--- src/rtl/sl_receiver_sync_if.sv ---
// Output side of the SL receiver: one-entry word register handed to the
// bus bridge with a valid/ready handshake.
interface sl_receiver_sync_if #(
    parameter int DATA_W_MAX = 32
);
    logic [DATA_W_MAX-1:0] out_data;
    logic                  out_perr;
    logic                  out_valid;
    logic                  out_ready;

    modport master (
        output out_data,
        output out_perr,
        output out_valid,
        input  out_ready
    );

    modport slave (
        input  out_data,
        input  out_perr,
        input  out_valid,
        output out_ready
    );
endinterface

--- src/rtl/sl_receiver_sync.sv ---
// SL two-wire serial receiver: synchronised, glitch-filtered, oversampled
// decoding of sl0/sl1 with programmable word length and odd parity check.
module sl_receiver_sync #(
    parameter int DATA_W_MAX  = 32,
    parameter int SYNC_STAGES = 2,
    parameter int FILT_LEN    = 3,
    parameter int TIMEOUT_CYC = 4096
) (
    input  logic               clk,
    input  logic               reset_n,
    input  logic               sl0,
    input  logic               sl1,
    input  logic [5:0]         word_len,
    sl_receiver_sync_if.master out_if,
    output logic               err_len,
    output logic               err_proto,
    output logic               err_timeout,
    output logic               err_overrun
);

    localparam int FCNT_W = $clog2(FILT_LEN + 1);
    localparam int TMO_W  = $clog2(TIMEOUT_CYC + 1);

    typedef enum logic [2:0] {
        EV_NONE,
        EV_BIT0,
        EV_BIT1,
        EV_STOP,
        EV_PROTO
    } ev_e;

    typedef enum logic {
        ST_IDLE,
        ST_RECV
    } state_e;

    // Odd parity over data plus parity bit: error when the total is even.
    function automatic logic odd_parity_err(input logic [DATA_W_MAX-1:0] data, input logic par);
        return ~(^data ^ par);
    endfunction

    logic [SYNC_STAGES-1:0] sync0_r;
    logic [SYNC_STAGES-1:0] sync1_r;
    logic [1:0]             line_s;
    logic [1:0]             run_val_r;
    logic [FCNT_W-1:0]      run_cnt_r;
    logic [FCNT_W-1:0]      run_cnt_nxt_s;
    logic [1:0]             filt_r;
    logic [1:0]             filt_d_r;
    ev_e                    ev_s;
    logic                   bit_s;

    state_e                 state_r;
    state_e                 state_nxt_s;
    logic                   start_s;
    logic                   take_bit_s;
    logic                   done_s;
    logic                   len_bad_s;
    logic                   proto_s;
    logic                   tmo_hit_s;
    logic                   load_s;
    logic                   ovr_s;
    logic [5:0]             eff_len_s;

    logic [5:0]             n_r;
    logic [5:0]             cnt_r;
    logic [DATA_W_MAX-1:0]  shift_r;
    logic                   par_r;
    logic [TMO_W-1:0]       tmo_r;

    logic [DATA_W_MAX-1:0]  out_data_r;
    logic                   out_perr_r;
    logic                   out_valid_r;
    logic                   err_len_r;
    logic                   err_proto_r;
    logic                   err_timeout_r;
    logic                   err_overrun_r;

    // Synchroniser chains; idle line level is high on both wires.
    always_ff @(posedge clk or negedge reset_n) begin
        if (!reset_n) begin
            sync0_r <= '1;
            sync1_r <= '1;
        end else begin
            sync0_r <= {sync0_r[SYNC_STAGES-2:0], sl0};
            sync1_r <= {sync1_r[SYNC_STAGES-2:0], sl1};
        end
    end

    assign line_s = {sync0_r[SYNC_STAGES-1], sync1_r[SYNC_STAGES-1]};

    // Run-length of the current synchronised line value, saturating at FILT_LEN.
    always_comb begin
        run_cnt_nxt_s = FCNT_W'(1);
        if (line_s == run_val_r) begin
            if (run_cnt_r >= FCNT_W'(FILT_LEN)) begin
                run_cnt_nxt_s = run_cnt_r;
            end else begin
                run_cnt_nxt_s = run_cnt_r + FCNT_W'(1);
            end
        end else begin
            run_cnt_nxt_s = FCNT_W'(1);
        end
    end

    // Glitch filter: accept a line state once it has been seen FILT_LEN times in a row.
    always_ff @(posedge clk or negedge reset_n) begin
        if (!reset_n) begin
            run_val_r <= 2'b11;
            run_cnt_r <= '0;
            filt_r    <= 2'b11;
            filt_d_r  <= 2'b11;
        end else begin
            run_val_r <= line_s;
            run_cnt_r <= run_cnt_nxt_s;
            filt_d_r  <= filt_r;
            if (run_cnt_nxt_s >= FCNT_W'(FILT_LEN)) begin
                filt_r <= line_s;
            end
        end
    end

    // Event decode on filtered transitions; a return to 11 carries no event.
    always_comb begin
        ev_s = EV_NONE;
        if (filt_r != filt_d_r) begin
            case (filt_r)
                2'b00: ev_s = EV_STOP;
                2'b01: begin
                    if (filt_d_r == 2'b11) begin
                        ev_s = EV_BIT0;
                    end else if (filt_d_r == 2'b10) begin
                        ev_s = EV_PROTO;
                    end else begin
                        ev_s = EV_NONE;
                    end
                end
                2'b10: begin
                    if (filt_d_r == 2'b11) begin
                        ev_s = EV_BIT1;
                    end else if (filt_d_r == 2'b01) begin
                        ev_s = EV_PROTO;
                    end else begin
                        ev_s = EV_NONE;
                    end
                end
                default: ev_s = EV_NONE;
            endcase
        end else begin
            ev_s = EV_NONE;
        end
    end

    assign bit_s     = (ev_s == EV_BIT1);
    assign eff_len_s = ((word_len == 6'd0) || (word_len > 6'(DATA_W_MAX))) ? 6'(DATA_W_MAX) : word_len;

    // FSM state register.
    always_ff @(posedge clk or negedge reset_n) begin
        if (!reset_n) begin
            state_r <= ST_IDLE;
        end else begin
            state_r <= state_nxt_s;
        end
    end

    // FSM next state and strobes; STOP/PROTO in IDLE are silently ignored.
    always_comb begin
        state_nxt_s = state_r;
        start_s     = 1'b0;
        take_bit_s  = 1'b0;
        done_s      = 1'b0;
        len_bad_s   = 1'b0;
        proto_s     = 1'b0;
        tmo_hit_s   = 1'b0;
        case (state_r)
            ST_IDLE: begin
                if ((ev_s == EV_BIT0) || (ev_s == EV_BIT1)) begin
                    start_s     = 1'b1;
                    state_nxt_s = ST_RECV;
                end else begin
                    state_nxt_s = ST_IDLE;
                end
            end
            ST_RECV: begin
                case (ev_s)
                    EV_BIT0, EV_BIT1: take_bit_s = 1'b1;
                    EV_STOP: begin
                        if (cnt_r == (n_r + 6'd1)) begin
                            done_s = 1'b1;
                        end else begin
                            len_bad_s = 1'b1;
                        end
                        state_nxt_s = ST_IDLE;
                    end
                    EV_PROTO: begin
                        proto_s     = 1'b1;
                        state_nxt_s = ST_IDLE;
                    end
                    default: begin
                        if (tmo_r == TMO_W'(TIMEOUT_CYC - 1)) begin
                            tmo_hit_s   = 1'b1;
                            state_nxt_s = ST_IDLE;
                        end else begin
                            tmo_hit_s   = 1'b0;
                        end
                    end
                endcase
            end
            default: state_nxt_s = ST_IDLE;
        endcase
    end

    // Word assembly: data bits go LSB-first, the bit after N data bits is parity.
    always_ff @(posedge clk or negedge reset_n) begin
        if (!reset_n) begin
            n_r     <= '0;
            cnt_r   <= '0;
            shift_r <= '0;
            par_r   <= 1'b0;
            tmo_r   <= '0;
        end else begin
            if (start_s) begin
                n_r     <= eff_len_s;
                shift_r <= DATA_W_MAX'(bit_s);
                par_r   <= 1'b0;
                cnt_r   <= 6'd1;
            end else if (take_bit_s) begin
                if (cnt_r < n_r) begin
                    shift_r <= shift_r | (DATA_W_MAX'(bit_s) << cnt_r);
                end else if (cnt_r == n_r) begin
                    par_r <= bit_s;
                end
                if (cnt_r < (n_r + 6'd2)) begin
                    cnt_r <= cnt_r + 6'd1;
                end
            end
            if (start_s || take_bit_s || (state_r == ST_IDLE)) begin
                tmo_r <= '0;
            end else begin
                tmo_r <= tmo_r + TMO_W'(1);
            end
        end
    end

    // A completed word is either loaded into the output slot or dropped as overrun.
    always_comb begin
        load_s = 1'b0;
        ovr_s  = 1'b0;
        if (done_s) begin
            if (!out_valid_r || out_if.out_ready) begin
                load_s = 1'b1;
            end else begin
                ovr_s = 1'b1;
            end
        end else begin
            load_s = 1'b0;
            ovr_s  = 1'b0;
        end
    end

    // Output slot and error pulses; a new load wins over a same-cycle transfer.
    always_ff @(posedge clk or negedge reset_n) begin
        if (!reset_n) begin
            out_data_r    <= '0;
            out_perr_r    <= 1'b0;
            out_valid_r   <= 1'b0;
            err_len_r     <= 1'b0;
            err_proto_r   <= 1'b0;
            err_timeout_r <= 1'b0;
            err_overrun_r <= 1'b0;
        end else begin
            if (load_s) begin
                out_data_r  <= shift_r;
                out_perr_r  <= odd_parity_err(shift_r, par_r);
                out_valid_r <= 1'b1;
            end else if (out_valid_r && out_if.out_ready) begin
                out_valid_r <= 1'b0;
            end
            err_len_r     <= len_bad_s;
            err_proto_r   <= proto_s;
            err_timeout_r <= tmo_hit_s;
            err_overrun_r <= ovr_s;
        end
    end

    assign out_if.out_data  = out_data_r;
    assign out_if.out_perr  = out_perr_r;
    assign out_if.out_valid = out_valid_r;
    assign err_len          = err_len_r;
    assign err_proto        = err_proto_r;
    assign err_timeout      = err_timeout_r;
    assign err_overrun      = err_overrun_r;

endmodule

--- src/flat_wrapper.sv ---
// flat-port wrapper written by rule: the top's interface ports become plain ports
module sl_receiver_sync_flat 
#(
    parameter int DATA_W_MAX  = 32,
    parameter int SYNC_STAGES = 2,
    parameter int FILT_LEN    = 3,
    parameter int TIMEOUT_CYC = 4096
)
  (clk, reset_n, sl0, sl1, word_len, err_len, err_proto, err_timeout, err_overrun, out_if_out_data, out_if_out_perr, out_if_out_valid, out_if_out_ready);
  sl_receiver_sync_if #(.DATA_W_MAX(DATA_W_MAX)) out_if_i ();
  input  logic clk;
  input  logic reset_n;
  input  logic sl0;
  input  logic sl1;
  input  logic [5:0] word_len;
  output logic err_len;
  output logic err_proto;
  output logic err_timeout;
  output logic err_overrun;
  output wire logic [$bits(out_if_i.out_data)-1:0] out_if_out_data;
  output wire logic [$bits(out_if_i.out_perr)-1:0] out_if_out_perr;
  output wire logic [$bits(out_if_i.out_valid)-1:0] out_if_out_valid;
  input wire logic [$bits(out_if_i.out_ready)-1:0] out_if_out_ready;
  assign out_if_out_data = out_if_i.out_data;
  assign out_if_out_perr = out_if_i.out_perr;
  assign out_if_out_valid = out_if_i.out_valid;
  assign out_if_i.out_ready = out_if_out_ready;
  sl_receiver_sync #(.DATA_W_MAX(DATA_W_MAX), .SYNC_STAGES(SYNC_STAGES), .FILT_LEN(FILT_LEN), .TIMEOUT_CYC(TIMEOUT_CYC)) u_core (.clk(clk), .reset_n(reset_n), .sl0(sl0), .sl1(sl1), .word_len(word_len), .out_if(out_if_i), .err_len(err_len), .err_proto(err_proto), .err_timeout(err_timeout), .err_overrun(err_overrun));
endmodule
--- config.mk ---
export PLATFORM = sky130hd
export DESIGN_NAME = sl_receiver_sync_flat
export DESIGN_NICKNAME = d
export VERILOG_FILES = /design/src/rtl/sl_receiver_sync_if.sv /design/src/rtl/sl_receiver_sync.sv /design/src/flat_wrapper.sv
export SDC_FILE = /design/constraint.sdc
export NUM_CORES = 1
export LEC_CHECK = 0
export ABC_AREA = 1
export CAP_MARGIN = 20
export CORE_AREA = 2 2 115 117
export CTS_CLUSTER_DIAMETER = 200
export DETAILED_ROUTE_END_ITERATION = 7
export DIE_AREA = 0 0 117 119
export PLACE_DENSITY = 0.7
export SYNTH_ARGS = -nofsm -noshare
export SYNTH_HDL_FRONTEND = slang
export SYNTH_SLANG_ARGS = --single-unit
--- constraint.sdc ---
create_clock -name clk -period 3.1 [get_ports clk]
set_clock_uncertainty 0.1 [all_clocks]
set_input_delay 0.775 -clock clk [delete_from_list [all_inputs] [get_ports clk]]
set_output_delay 0.775 -clock clk [all_outputs]
set_load 0.02 [all_outputs]
=== After elaboration in Yosys (flattened, before gate mapping) ===
Index checks and enable logic that the tools add are counted.

* Word-level logic and storage cells: 114
* Output and inout port bits: 38
* Register bits: 109
* Input port bits: 11

* Add/sub/neg operators: 5
* Equal/unequal tests: 15
* Shift operators: 1
* Order comparisons: 5
* Bitwise gates (word level): 4
* Reduce and logical (&&, ||, !) cells: 21
* Muxes and demuxes: 44

{| class="wikitable"
|+ Operator list
! operator !! number
|-
| $mux W32 || 3
|-
| $or A32 B32 Y32 || 1
|-
| $reduce_xor A32 Y1 || 1
|-
| $shl A1 B6 Y32 || 1
|-
| $mux W1 || 26
|-
| $mux W6 || 4
|-
| $mux W3 || 5
|-
| $add A13 B1 Y13 const B || 1
|-
| $eq A13 B12 Y1 const B || 1
|-
| $mux W13 || 1
|-
| $add A6 B1 Y6 const B || 2
|-
| $eq A6 B6 Y1 || 2
|-
| $lt A6 B6 Y1 || 2
|-
| $reduce_bool A2 Y1 || 5
|-
| $pmux W3 S3 || 1
|-
| $add A6 B2 Y6 const B || 1
|-
| $eq A2 B2 Y1 const B || 3
|-
| $eq A3 B2 Y1 const B || 2
|-
| $gt A6 B6 Y1 const B || 1
|-
| $logic_not A6 Y1 || 1
|-
| $logic_or A1 B1 Y1 || 5
|-
| $eq A2 B1 Y1 const B || 2
|-
| $ge A2 B2 Y1 const B || 2
|-
| $mux W2 || 2
|-
| other kinds (16) || 20
|}

=== Logic depth before layout (Yosys ltp) ===
Gate-level depths: netlist of the first run.

* Word-level depth: 12
* Mapped depth: 15
* Mapped depth without buffers: 15

=== Least setup slack after synthesis of the first run ===
Ideal clock, no wire load.

* Path type: flip-flop to flip-flop
* Start point: reg u_core.n_r[2]
* End point: reg u_core.cnt_r[4]
* Clock period less this slack: 2.203 ns
* Required time: 2.929 ns
* Buffers on the path: 0
* Cell stages (with the launch flop): 13
* Library setup time: 0.071 ns
* Path slack: 0.897 ns
* Arrival time: 2.032 ns
* Path through: dfrtp_1 -> ha_1 -> nand3_2 -> xor2_1 -> ha_1 -> a21oi_1 -> o21a_1 -> nand3_1 -> nand2_1 -> nand3_1 -> o21ai_0 -> nand2_1 -> nor2_1

* Longest elaborated chain between the ends: 4

{| class="wikitable"
|+ RTL lines
! element !! line !! source
|-
| start: declaration || sl_receiver_sync.sv:65 || <nowiki>logic [5:0] n_r;</nowiki>
|-
| start signal: assignment || sl_receiver_sync.sv:223 || <nowiki>n_r <= eff_len_s;</nowiki>
|-
| $add A6 B2 Y6 || sl_receiver_sync.sv:233 || <nowiki>if (cnt_r < (n_r + 6'd2)) begin</nowiki>
|-
| $lt A6 B6 Y1 || sl_receiver_sync.sv:233 ||
|-
| $reduce_bool A2 Y1 (no line) || -- ||
|-
| $reduce_and A2 Y1 (no line) || -- ||
|-
| end signal: assignment || sl_receiver_sync.sv:234 || <nowiki>cnt_r <= cnt_r + 6'd1;</nowiki>
|-
| end: declaration || sl_receiver_sync.sv:66 || <nowiki>logic [5:0] cnt_r;</nowiki>
|}

Every way passes these cells.
A chain may end at the register's enable or synchronous reset.

=== Worst setup path in the final report of the first run ===
Ends and elaborated chain as after synthesis.

==> impl_results.md, run 1 <==
* Non-filler cells, final at roughly 900
* Detailed Place HPWL at approximately 8500 microns
* Chip width at 117 microns
* Clock power frac at between 30 and 40%
* Min cycle time layout at 2520 ps
* HP Class: flip-flop to flip-flop
* Syn avg cell area at between 8 and 9 sq um
* Reg2Reg Depth at 12
* Crit path capture: u_core.cnt_r[4]
* Top-level I/O count at 49
* Maximum VDD drop at 301 uV
* # diodes at 0
* Worst slew pin tran at 714 ps
* Initial drt markers at 265
* Nets at between 700 and 800
* CTS Buffer Depth at 2
* CP startpoint kind: flip-flop
* Final WL at ~12,000 microns
* IO Port Bufs at 48
* Synth Instances at 679
* Sequential share of the synthesized area at about half
* Pre-antenna DRT Iters at 5
* Vias at 4,477
* Ys flop type: dfrtp_1
* Per-cell routed wire length at 12.9 microns
* Vias in the first global route at 4,210
* Max Cap Viol at 0
* Core area at 12,900 sq um
* Total power at 3.76 mW
* # setup viols final at 0
* Initial Utilization at around 43%
* Post-CTS sizing at 0
* Power Dens Cells at 576 nW/um^2
* Final Hold Fails at 0
* H-tree depth at 3
* Num CTS Buffers at 9
* Synth Net Count at 705
* Post-synth EDFFs at 0
* Clock tree from TritonCTS: built
* Share of cells above drive strength 1 at 7.43%
* Syn-to-layout area delta at 17.4%
* Setup TNS Final at 0 ps
* Final core occ at 50.7%
* FFs w/ async S/R, synth at 100%
* Initial antenna violation count at 0
* Final GP Congestion at 0.857
* RSZ-0062 raised after global routing: no
* GRT Residual Overflow at 0
* Synthesized area at 5560 sq um
* Data required time at the worst endpoint at 3300 ps
* Sw frac at a little under a third
* R2R Path Start: u_core.n_r[2]
* Die ar. at roughly 14,000 sq um
* Count of state elements after synthesis at 109
* HP Start: u_core.sync0_r[0]
* R2r setup slk at 580 ps
* Switching power total at 1.19 mW
* Post-route ant nets at 0
* Status: finished, final reports clean
* Sink Count at 109
* Max Fclk at 397 MHz
* Data arrival, critical path at ~2700 ps
* Crit Reg-Reg Endpoint: u_core.cnt_r[4]
* Post-CTS setup buffers at 0
* Final Cycle Share at 81.3%
* Setup crit start: u_core.n_r[2]
* Hold Crit Depth at 0
* Routed vias/inst at a little under 5
* Clock Latency Late Sink at 360 ps
* Final Max Tran Viols at 0
* Largest net degree at the start of global routing at 61
* Global-route wire length before repair at 19,200 microns
* Post-route DRC at 0
* Most frequent cells in the layout: 207 x nand2_1, 99 x dfrtp_1, 67 x inv_1
* Comb power frac at a little over a fifth
* CP endpoint kind: flip-flop
* Cts hold-fix bufs at 0
* Reg power frac at 45.0%
* Clk root buf: clkbuf_16
* Post-Layout Inst Area at 6520 sq um
* Synth warn at 0
* Placed cells at 887
* CP max FO at 6
* Synth cell types at 31
* Row count at 42
* DP Area at approximately 6200 sq um
* Most common cell after layout, fill and taps aside: nand2_1
* Internal at 2.56 mW
* Worst-path clk slew at approximately 80 ps
* Filler Cells Inserted at 1,224
* Crit path kind: flip-flop to flip-flop
* Relative slew slack at 52.3%
* GRT Overall Usage at 17.4%
* Die Y at 119 microns
* Leakage at 3.08 nW
cell type report:
class | instances | area, sq um | share of cell area (%)
Clock inverter | 6 | 93.8 | 1.44
Clock buffer | 10 | 239 | 3.66
Multi-Input combinational cell | 482 | 2440 | 37.5
Sequential cell | 109 | 2740 | 42.0
Inverter | 69 | 259 | 3.97
Tap cell | 176 | 220 | 3.38
Timing Repair Buffer | 51 | 526 | 8.06
stage by stage:
step	setup WS (ps)	hold WS, ps
after floorplan	897	245
after global placement	738	246
after detailed placement	631	247
after CTS	611	258
after global routing	287	266
final	580	257
cells in the mapped netlist (all sizes together), types with 10 or more instances:
master,count,area share (%)
nand2,208,14
dfrtp,99,45
inv,69,4.7
nor2,68,4.8
o21ai,50,5.5
a21oi,45,4.1
nand3,33,3.2
xnor2,18,2.8
xor2,18,2.8
ha,15,3.4
clkbuf,11,0.74
dfstp,10,4.7
critical path: stages (launching register included):
cell	delay (ps)
dfrtp_1	450
ha_1	280
nand3_2	120
xor2_1	160
ha_1	290
a21oi_1	160
o21a_1	140
nand3_1	100
nand2_1	180
nand3_1	150
o21ai_0	170
nand2_1	70
nor2_1	80
worst min-delay path by stage:
| stage | endpoint |
|---|---|
| floorplan | u_core.sync0_r[1] |
| global placement | u_core.sync1_r[1] |
| detailed placement | u_core.sync1_r[1] |
| CTS | u_core.sync1_r[1] |
| global route | u_core.sync1_r[1] |
| finish | u_core.sync0_r[1] |
flip-flops by register name, summed over array words and instances, names as in the netlist:
signal	cells
u_core.cnt_r	6
u_core.err_len	1
u_core.err_overrun	1
u_core.err_proto	1
u_core.err_timeout	1
u_core.filt_d_r	2
u_core.filt_r	2
u_core.n_r	6
u_core.out_if.out_data	32
u_core.out_if.out_perr	1
u_core.out_if.out_valid	1
u_core.par_r	1
u_core.run_cnt_r	2
u_core.run_val_r	2
u_core.shift_r	32
u_core.state_r	1
u_core.sync0_r	2
u_core.sync1_r	2
u_core.tmo_r	13
cells by family after synthesis:
group | Yosys count | share of synthesized area (%)
adder cells (fa/ha/maj) | 15 | 3.38
buffers and inverters | 88 | 6.69
AO/OA/AOI/OAI | 98 | 9.98
flip-flops | 109 | 49.3
XOR/XNOR | 36 | 5.67
AND/OR/NAND/NOR | 333 | 25.0
power by group through the flow:
| stage | sequential, mW | clock (mW) | combinational (mW) |
|---|---|---|---|
| floorplan | 1.69 | 0 | 0.575 |
| global placement | 1.71 | 0 | 0.768 |
| detailed placement | 1.72 | 0 | 0.786 |
| CTS | 1.69 | 1.31 | 0.794 |
| global route | 1.71 | 1.36 | 0.912 |
| finish | 1.69 | 1.27 | 0.790 |
metal layers:
layer | global-route usage (%) | part of all wire (%) | vias up
li1 | - | - | 2244
met1 | 22.4 | 45 | 2110
met2 | 28.3 | 49 | 99
met3 | 3.41 | 3.9 | 24
met4 | 7.79 | 2.4 | 0
met5 | 0 | 0 | -
No activity file was read; power rests on OpenSTA's default activity.
==> inputs of run 2 (changes only) <==
PLACE_DENSITY = 0.73   (was 0.7)
clock period = 2.1 ns   (was 3.1 ns; I/O delays follow)
==> run 2 against run 1 <==
Compared with the run above: the run now ends with setup timing left; die area stayed put; sequential share of layout area is 3.6 points lower; clock power grew 27%; sequential cell count did not move; fmax increased by 14%; non-clock buffer count rose by 46; design area is 9.5% higher; worst hold slack got worse by 230 ps; global-route usage grew 1.2 points; first-iteration DRC count increased by 19%; core utilization is 4.8 points higher; count of clock-buffer cells in the layout fell by 1; highest routed layer unchanged.
==> impl_results.md, run 2 (synthesis results as in run 1) <==
* Status: complete, but fails checks (was finished, final reports clean)
* Failing checks: setup timing
* Max Cap Viol at 0 (unchanged)
* CP max FO at 7 (was 6)
* Die ar. at 13,900 sq um (unchanged)
* DP Area at 6460 sq um (was 6190 sq um)
* Num CTS Buffers at 9 (unchanged)
* Most frequent cells in the layout: 202 x nand2_1, 97 x dfrtp_1, 64 x nor2_1 (was 207 x nand2_1, 99 x dfrtp_1, 67 x inv_1)
* Maximum VDD drop at 497 uV (was 301 uV)
* WL met2 at 6530 microns (was 5700 microns)
* Max Fclk at 451 MHz (was 397 MHz)
* Vias at 4,681 (was 4,477)
* CP endpoint kind: flip-flop (unchanged)
* Power Dens Cells at 823 nW/um^2 (was 576 nW/um^2)
* Crit path setup slack, layout at -117 ps (was 580 ps)
* Chip width at 117 microns (unchanged)
* CP max stage cell: dfrtp_1 (unchanged)
* CP startpoint kind: flip-flop (unchanged)
* Data required time at the worst endpoint at 2240 ps (was 3300 ps)
* Post-Layout Inst Area at 7140 sq um (was 6520 sq um)
* Internal at 3.91 mW (was 2.56 mW)
* Per-cell routed wire length at 13.5 microns (was 12.9 microns)
* Family with the most delay on the worst path: simple AND/OR/NAND/NOR gates (unchanged)
* Final Max Tran Viols at 0 (unchanged)
* IO Port Bufs at 48 (unchanged)
* Reg power frac at 42.1% (was 45.0%)
* R2r setup slk at -120 ps (was 580 ps)
* Routed vias/inst at 4.93 (was 4.96)
* Clk root buf: clkbuf_16 (unchanged)
* Min cycle time layout at 2220 ps (was 2520 ps)
* Data arrival, critical path at 2360 ps (was 2720 ps)
* Final GP Congestion at 0.830 (was 0.857)
* Top Metal Used: met4 (unchanged)
* Initial Utilization at 43.2% (unchanged)
* Final WL at 12,800 microns (was 11,600 microns)
* Post-route ant nets at 0 (unchanged)
* Top-level I/O count at 49 (unchanged)
* Global-route wire length before repair at 20,300 microns (was 19,200 microns)
* Die Y at 119 microns (unchanged)
* Comb power frac at 30.6% (was 21.0%)
* Sw frac at 33.6% (was 31.8%)
* Share of cells above drive strength 1 at 17.1% (was 7.43%)
* H-tree depth at 3 (unchanged)
* Clock Latency Late Sink at 360 ps (about the same)
* # setup viols final at 30 (was 0)
* Initial drt markers at 316 (was 265)
* Sink Count at 109 (unchanged)
* Leakage at 3.33 nW (was 3.08 nW)
* Core area at 12,900 sq um (unchanged)
* Most common cell after layout, fill and taps aside: nand2_1 (unchanged)
* Detailed Place HPWL at 8730 microns (was 8520 microns)
* Initial antenna violation count at 0 (unchanged)
* Max incr delay on CP at 410 ps (was 450 ps)
* Worst path cell trace: ha_4 -> nand3_2 -> buf_4 -> o21ai_1 -> nand2_2 -> xor2_2 -> nor2_4 -> nand3_4 -> buf_12 -> clkbuf_16 -> nand2_1 -> o21ai_0 (was ha_1 -> nand3_2 -> xor2_1 -> ha_1 -> a21oi_1 -> o21a_1 -> nand3_1 -> nand2_1 -> nand3_1 -> o21ai_0 -> nand2_1 -> nor2_1)
* CTS Buffer Depth at 2 (unchanged)
* Cts hold-fix bufs at 0 (unchanged)
* Final Cycle Share at 106% (was 81.3%)
* Vias in the first global route at 4,346 (was 4,210)
* Worst slew pin tran at 483 ps (was 714 ps)
* Final Hold Fails at 0 (unchanged)
* RSZ-0062 raised after global routing: yes (was no)
* CP bufs+invs at 3 (was 0)
* Clock power frac at 27.3% (was 33.9%)
* M1 wire length at 5470 microns (was 5190 microns)
* GRT Residual Overflow at 0 (unchanged)
* Pre-antenna DRT Iters at 5 (unchanged)
* Total power at 5.88 mW (was 3.76 mW)
* Largest net degree at the start of global routing at 42 (was 61)
* # diodes at 0 (unchanged)
* Clock tree from TritonCTS: built (unchanged)
* Met3 wire length at 523 microns (was 449 microns)
* HP Class: primary input to async pin (was flip-flop to flip-flop)
* GRT Overall Usage at 18.6% (was 17.4%)
* Nets at 795 (was 748)
* Relative slew slack at 67.8% (was 52.3%)
* Worst-path clk slew at 70 ps (was 80 ps)
* Post-route DRC at 0 (unchanged)
* Row count at 42 (unchanged)
* Syn-to-layout area delta at 28.6% (was 17.4%)
* Switching power total at 1.97 mW (was 1.19 mW)
* Crit path kind: flip-flop to flip-flop (unchanged)
run 2: cell types whose count changed in the layout (fill, tap and decap cells not counted), sizes merged:
cell	before	now
clkinvlp	1	2
buf	4	47
clkbuf	10	12
nor2	68	69
bufinv	2	0
clkinv	2	4
run 2: per-layer routing:
metal | vias to the layer above | track usage, %
met5 | - | 0
met4 | 0 | 6.91
met3 | 25 | 3.92
met2 | 95 | 30.8
met1 | 2213 | 23.9
li1 | 2348 | -
run 2: power by group through the flow:
stage / sequential, mW / clock (mW) / combinational [mW]
2_1_floorplan: 2.49 / 0 / 0.860
4_1_cts: 2.44 / 1.65 / 1.59
6_report: 2.47 / 1.61 / 1.80
3_3_place_gp: 2.47 / 0 / 1.38
5_1_grt: 2.50 / 1.72 / 2.03
3_5_place_dp: 2.48 / 0 / 1.40
run 2: path summary, 6_finish.rpt:
check | start | to | cells after the start
max reg2reg | u_core.n_r[1] | u_core.out_if.out_data[18] | 12
max | u_core.n_r[1] | u_core.out_if.out_data[18] | 12
min | reset_n | u_core.shift_r[3] | 1
min in group clk | u_core.sync0_r[0] | u_core.sync0_r[1] | 0
min reg2reg | u_core.sync0_r[0] | u_core.sync0_r[1] | 0
max in group asynchronous | reset_n | u_core.run_val_r[0] | 2
run 2: stage by stage:
stage	util (%)	setup WS, ps	hold slack (ps)	cells	TNS (ps)
after detailed placement	50.2	-130	249	914	-1790
after global placement	50.2	-64.9	245	914	-136
after global routing	55.5	-219	62.3	950	-7550
final	55.5	-117	29.3	950	-1320
after floorplan	-	-34.9	129	679	-34.9
after CTS	53.4	-47.8	44.4	938	-67.7
run 2: layout make-up:
cell class | instances | area [sq um]
multi-input cells | 483 | 2620
well taps | 176 | 220
repair buffers | 97 | 1020
clock buffers | 9 | 225
flip-flops and latches | 109 | 2740
clock inverters | 7 | 51.3
fillers | 1152 | 5730
inverters | 69 | 262
run 2: timing repair:
item,in CTS,in global routing
setup buffers,6,9
cloned,2,4
pin swaps,3,11
gates resized for setup,19,33
setup endpoints to repair,68,74
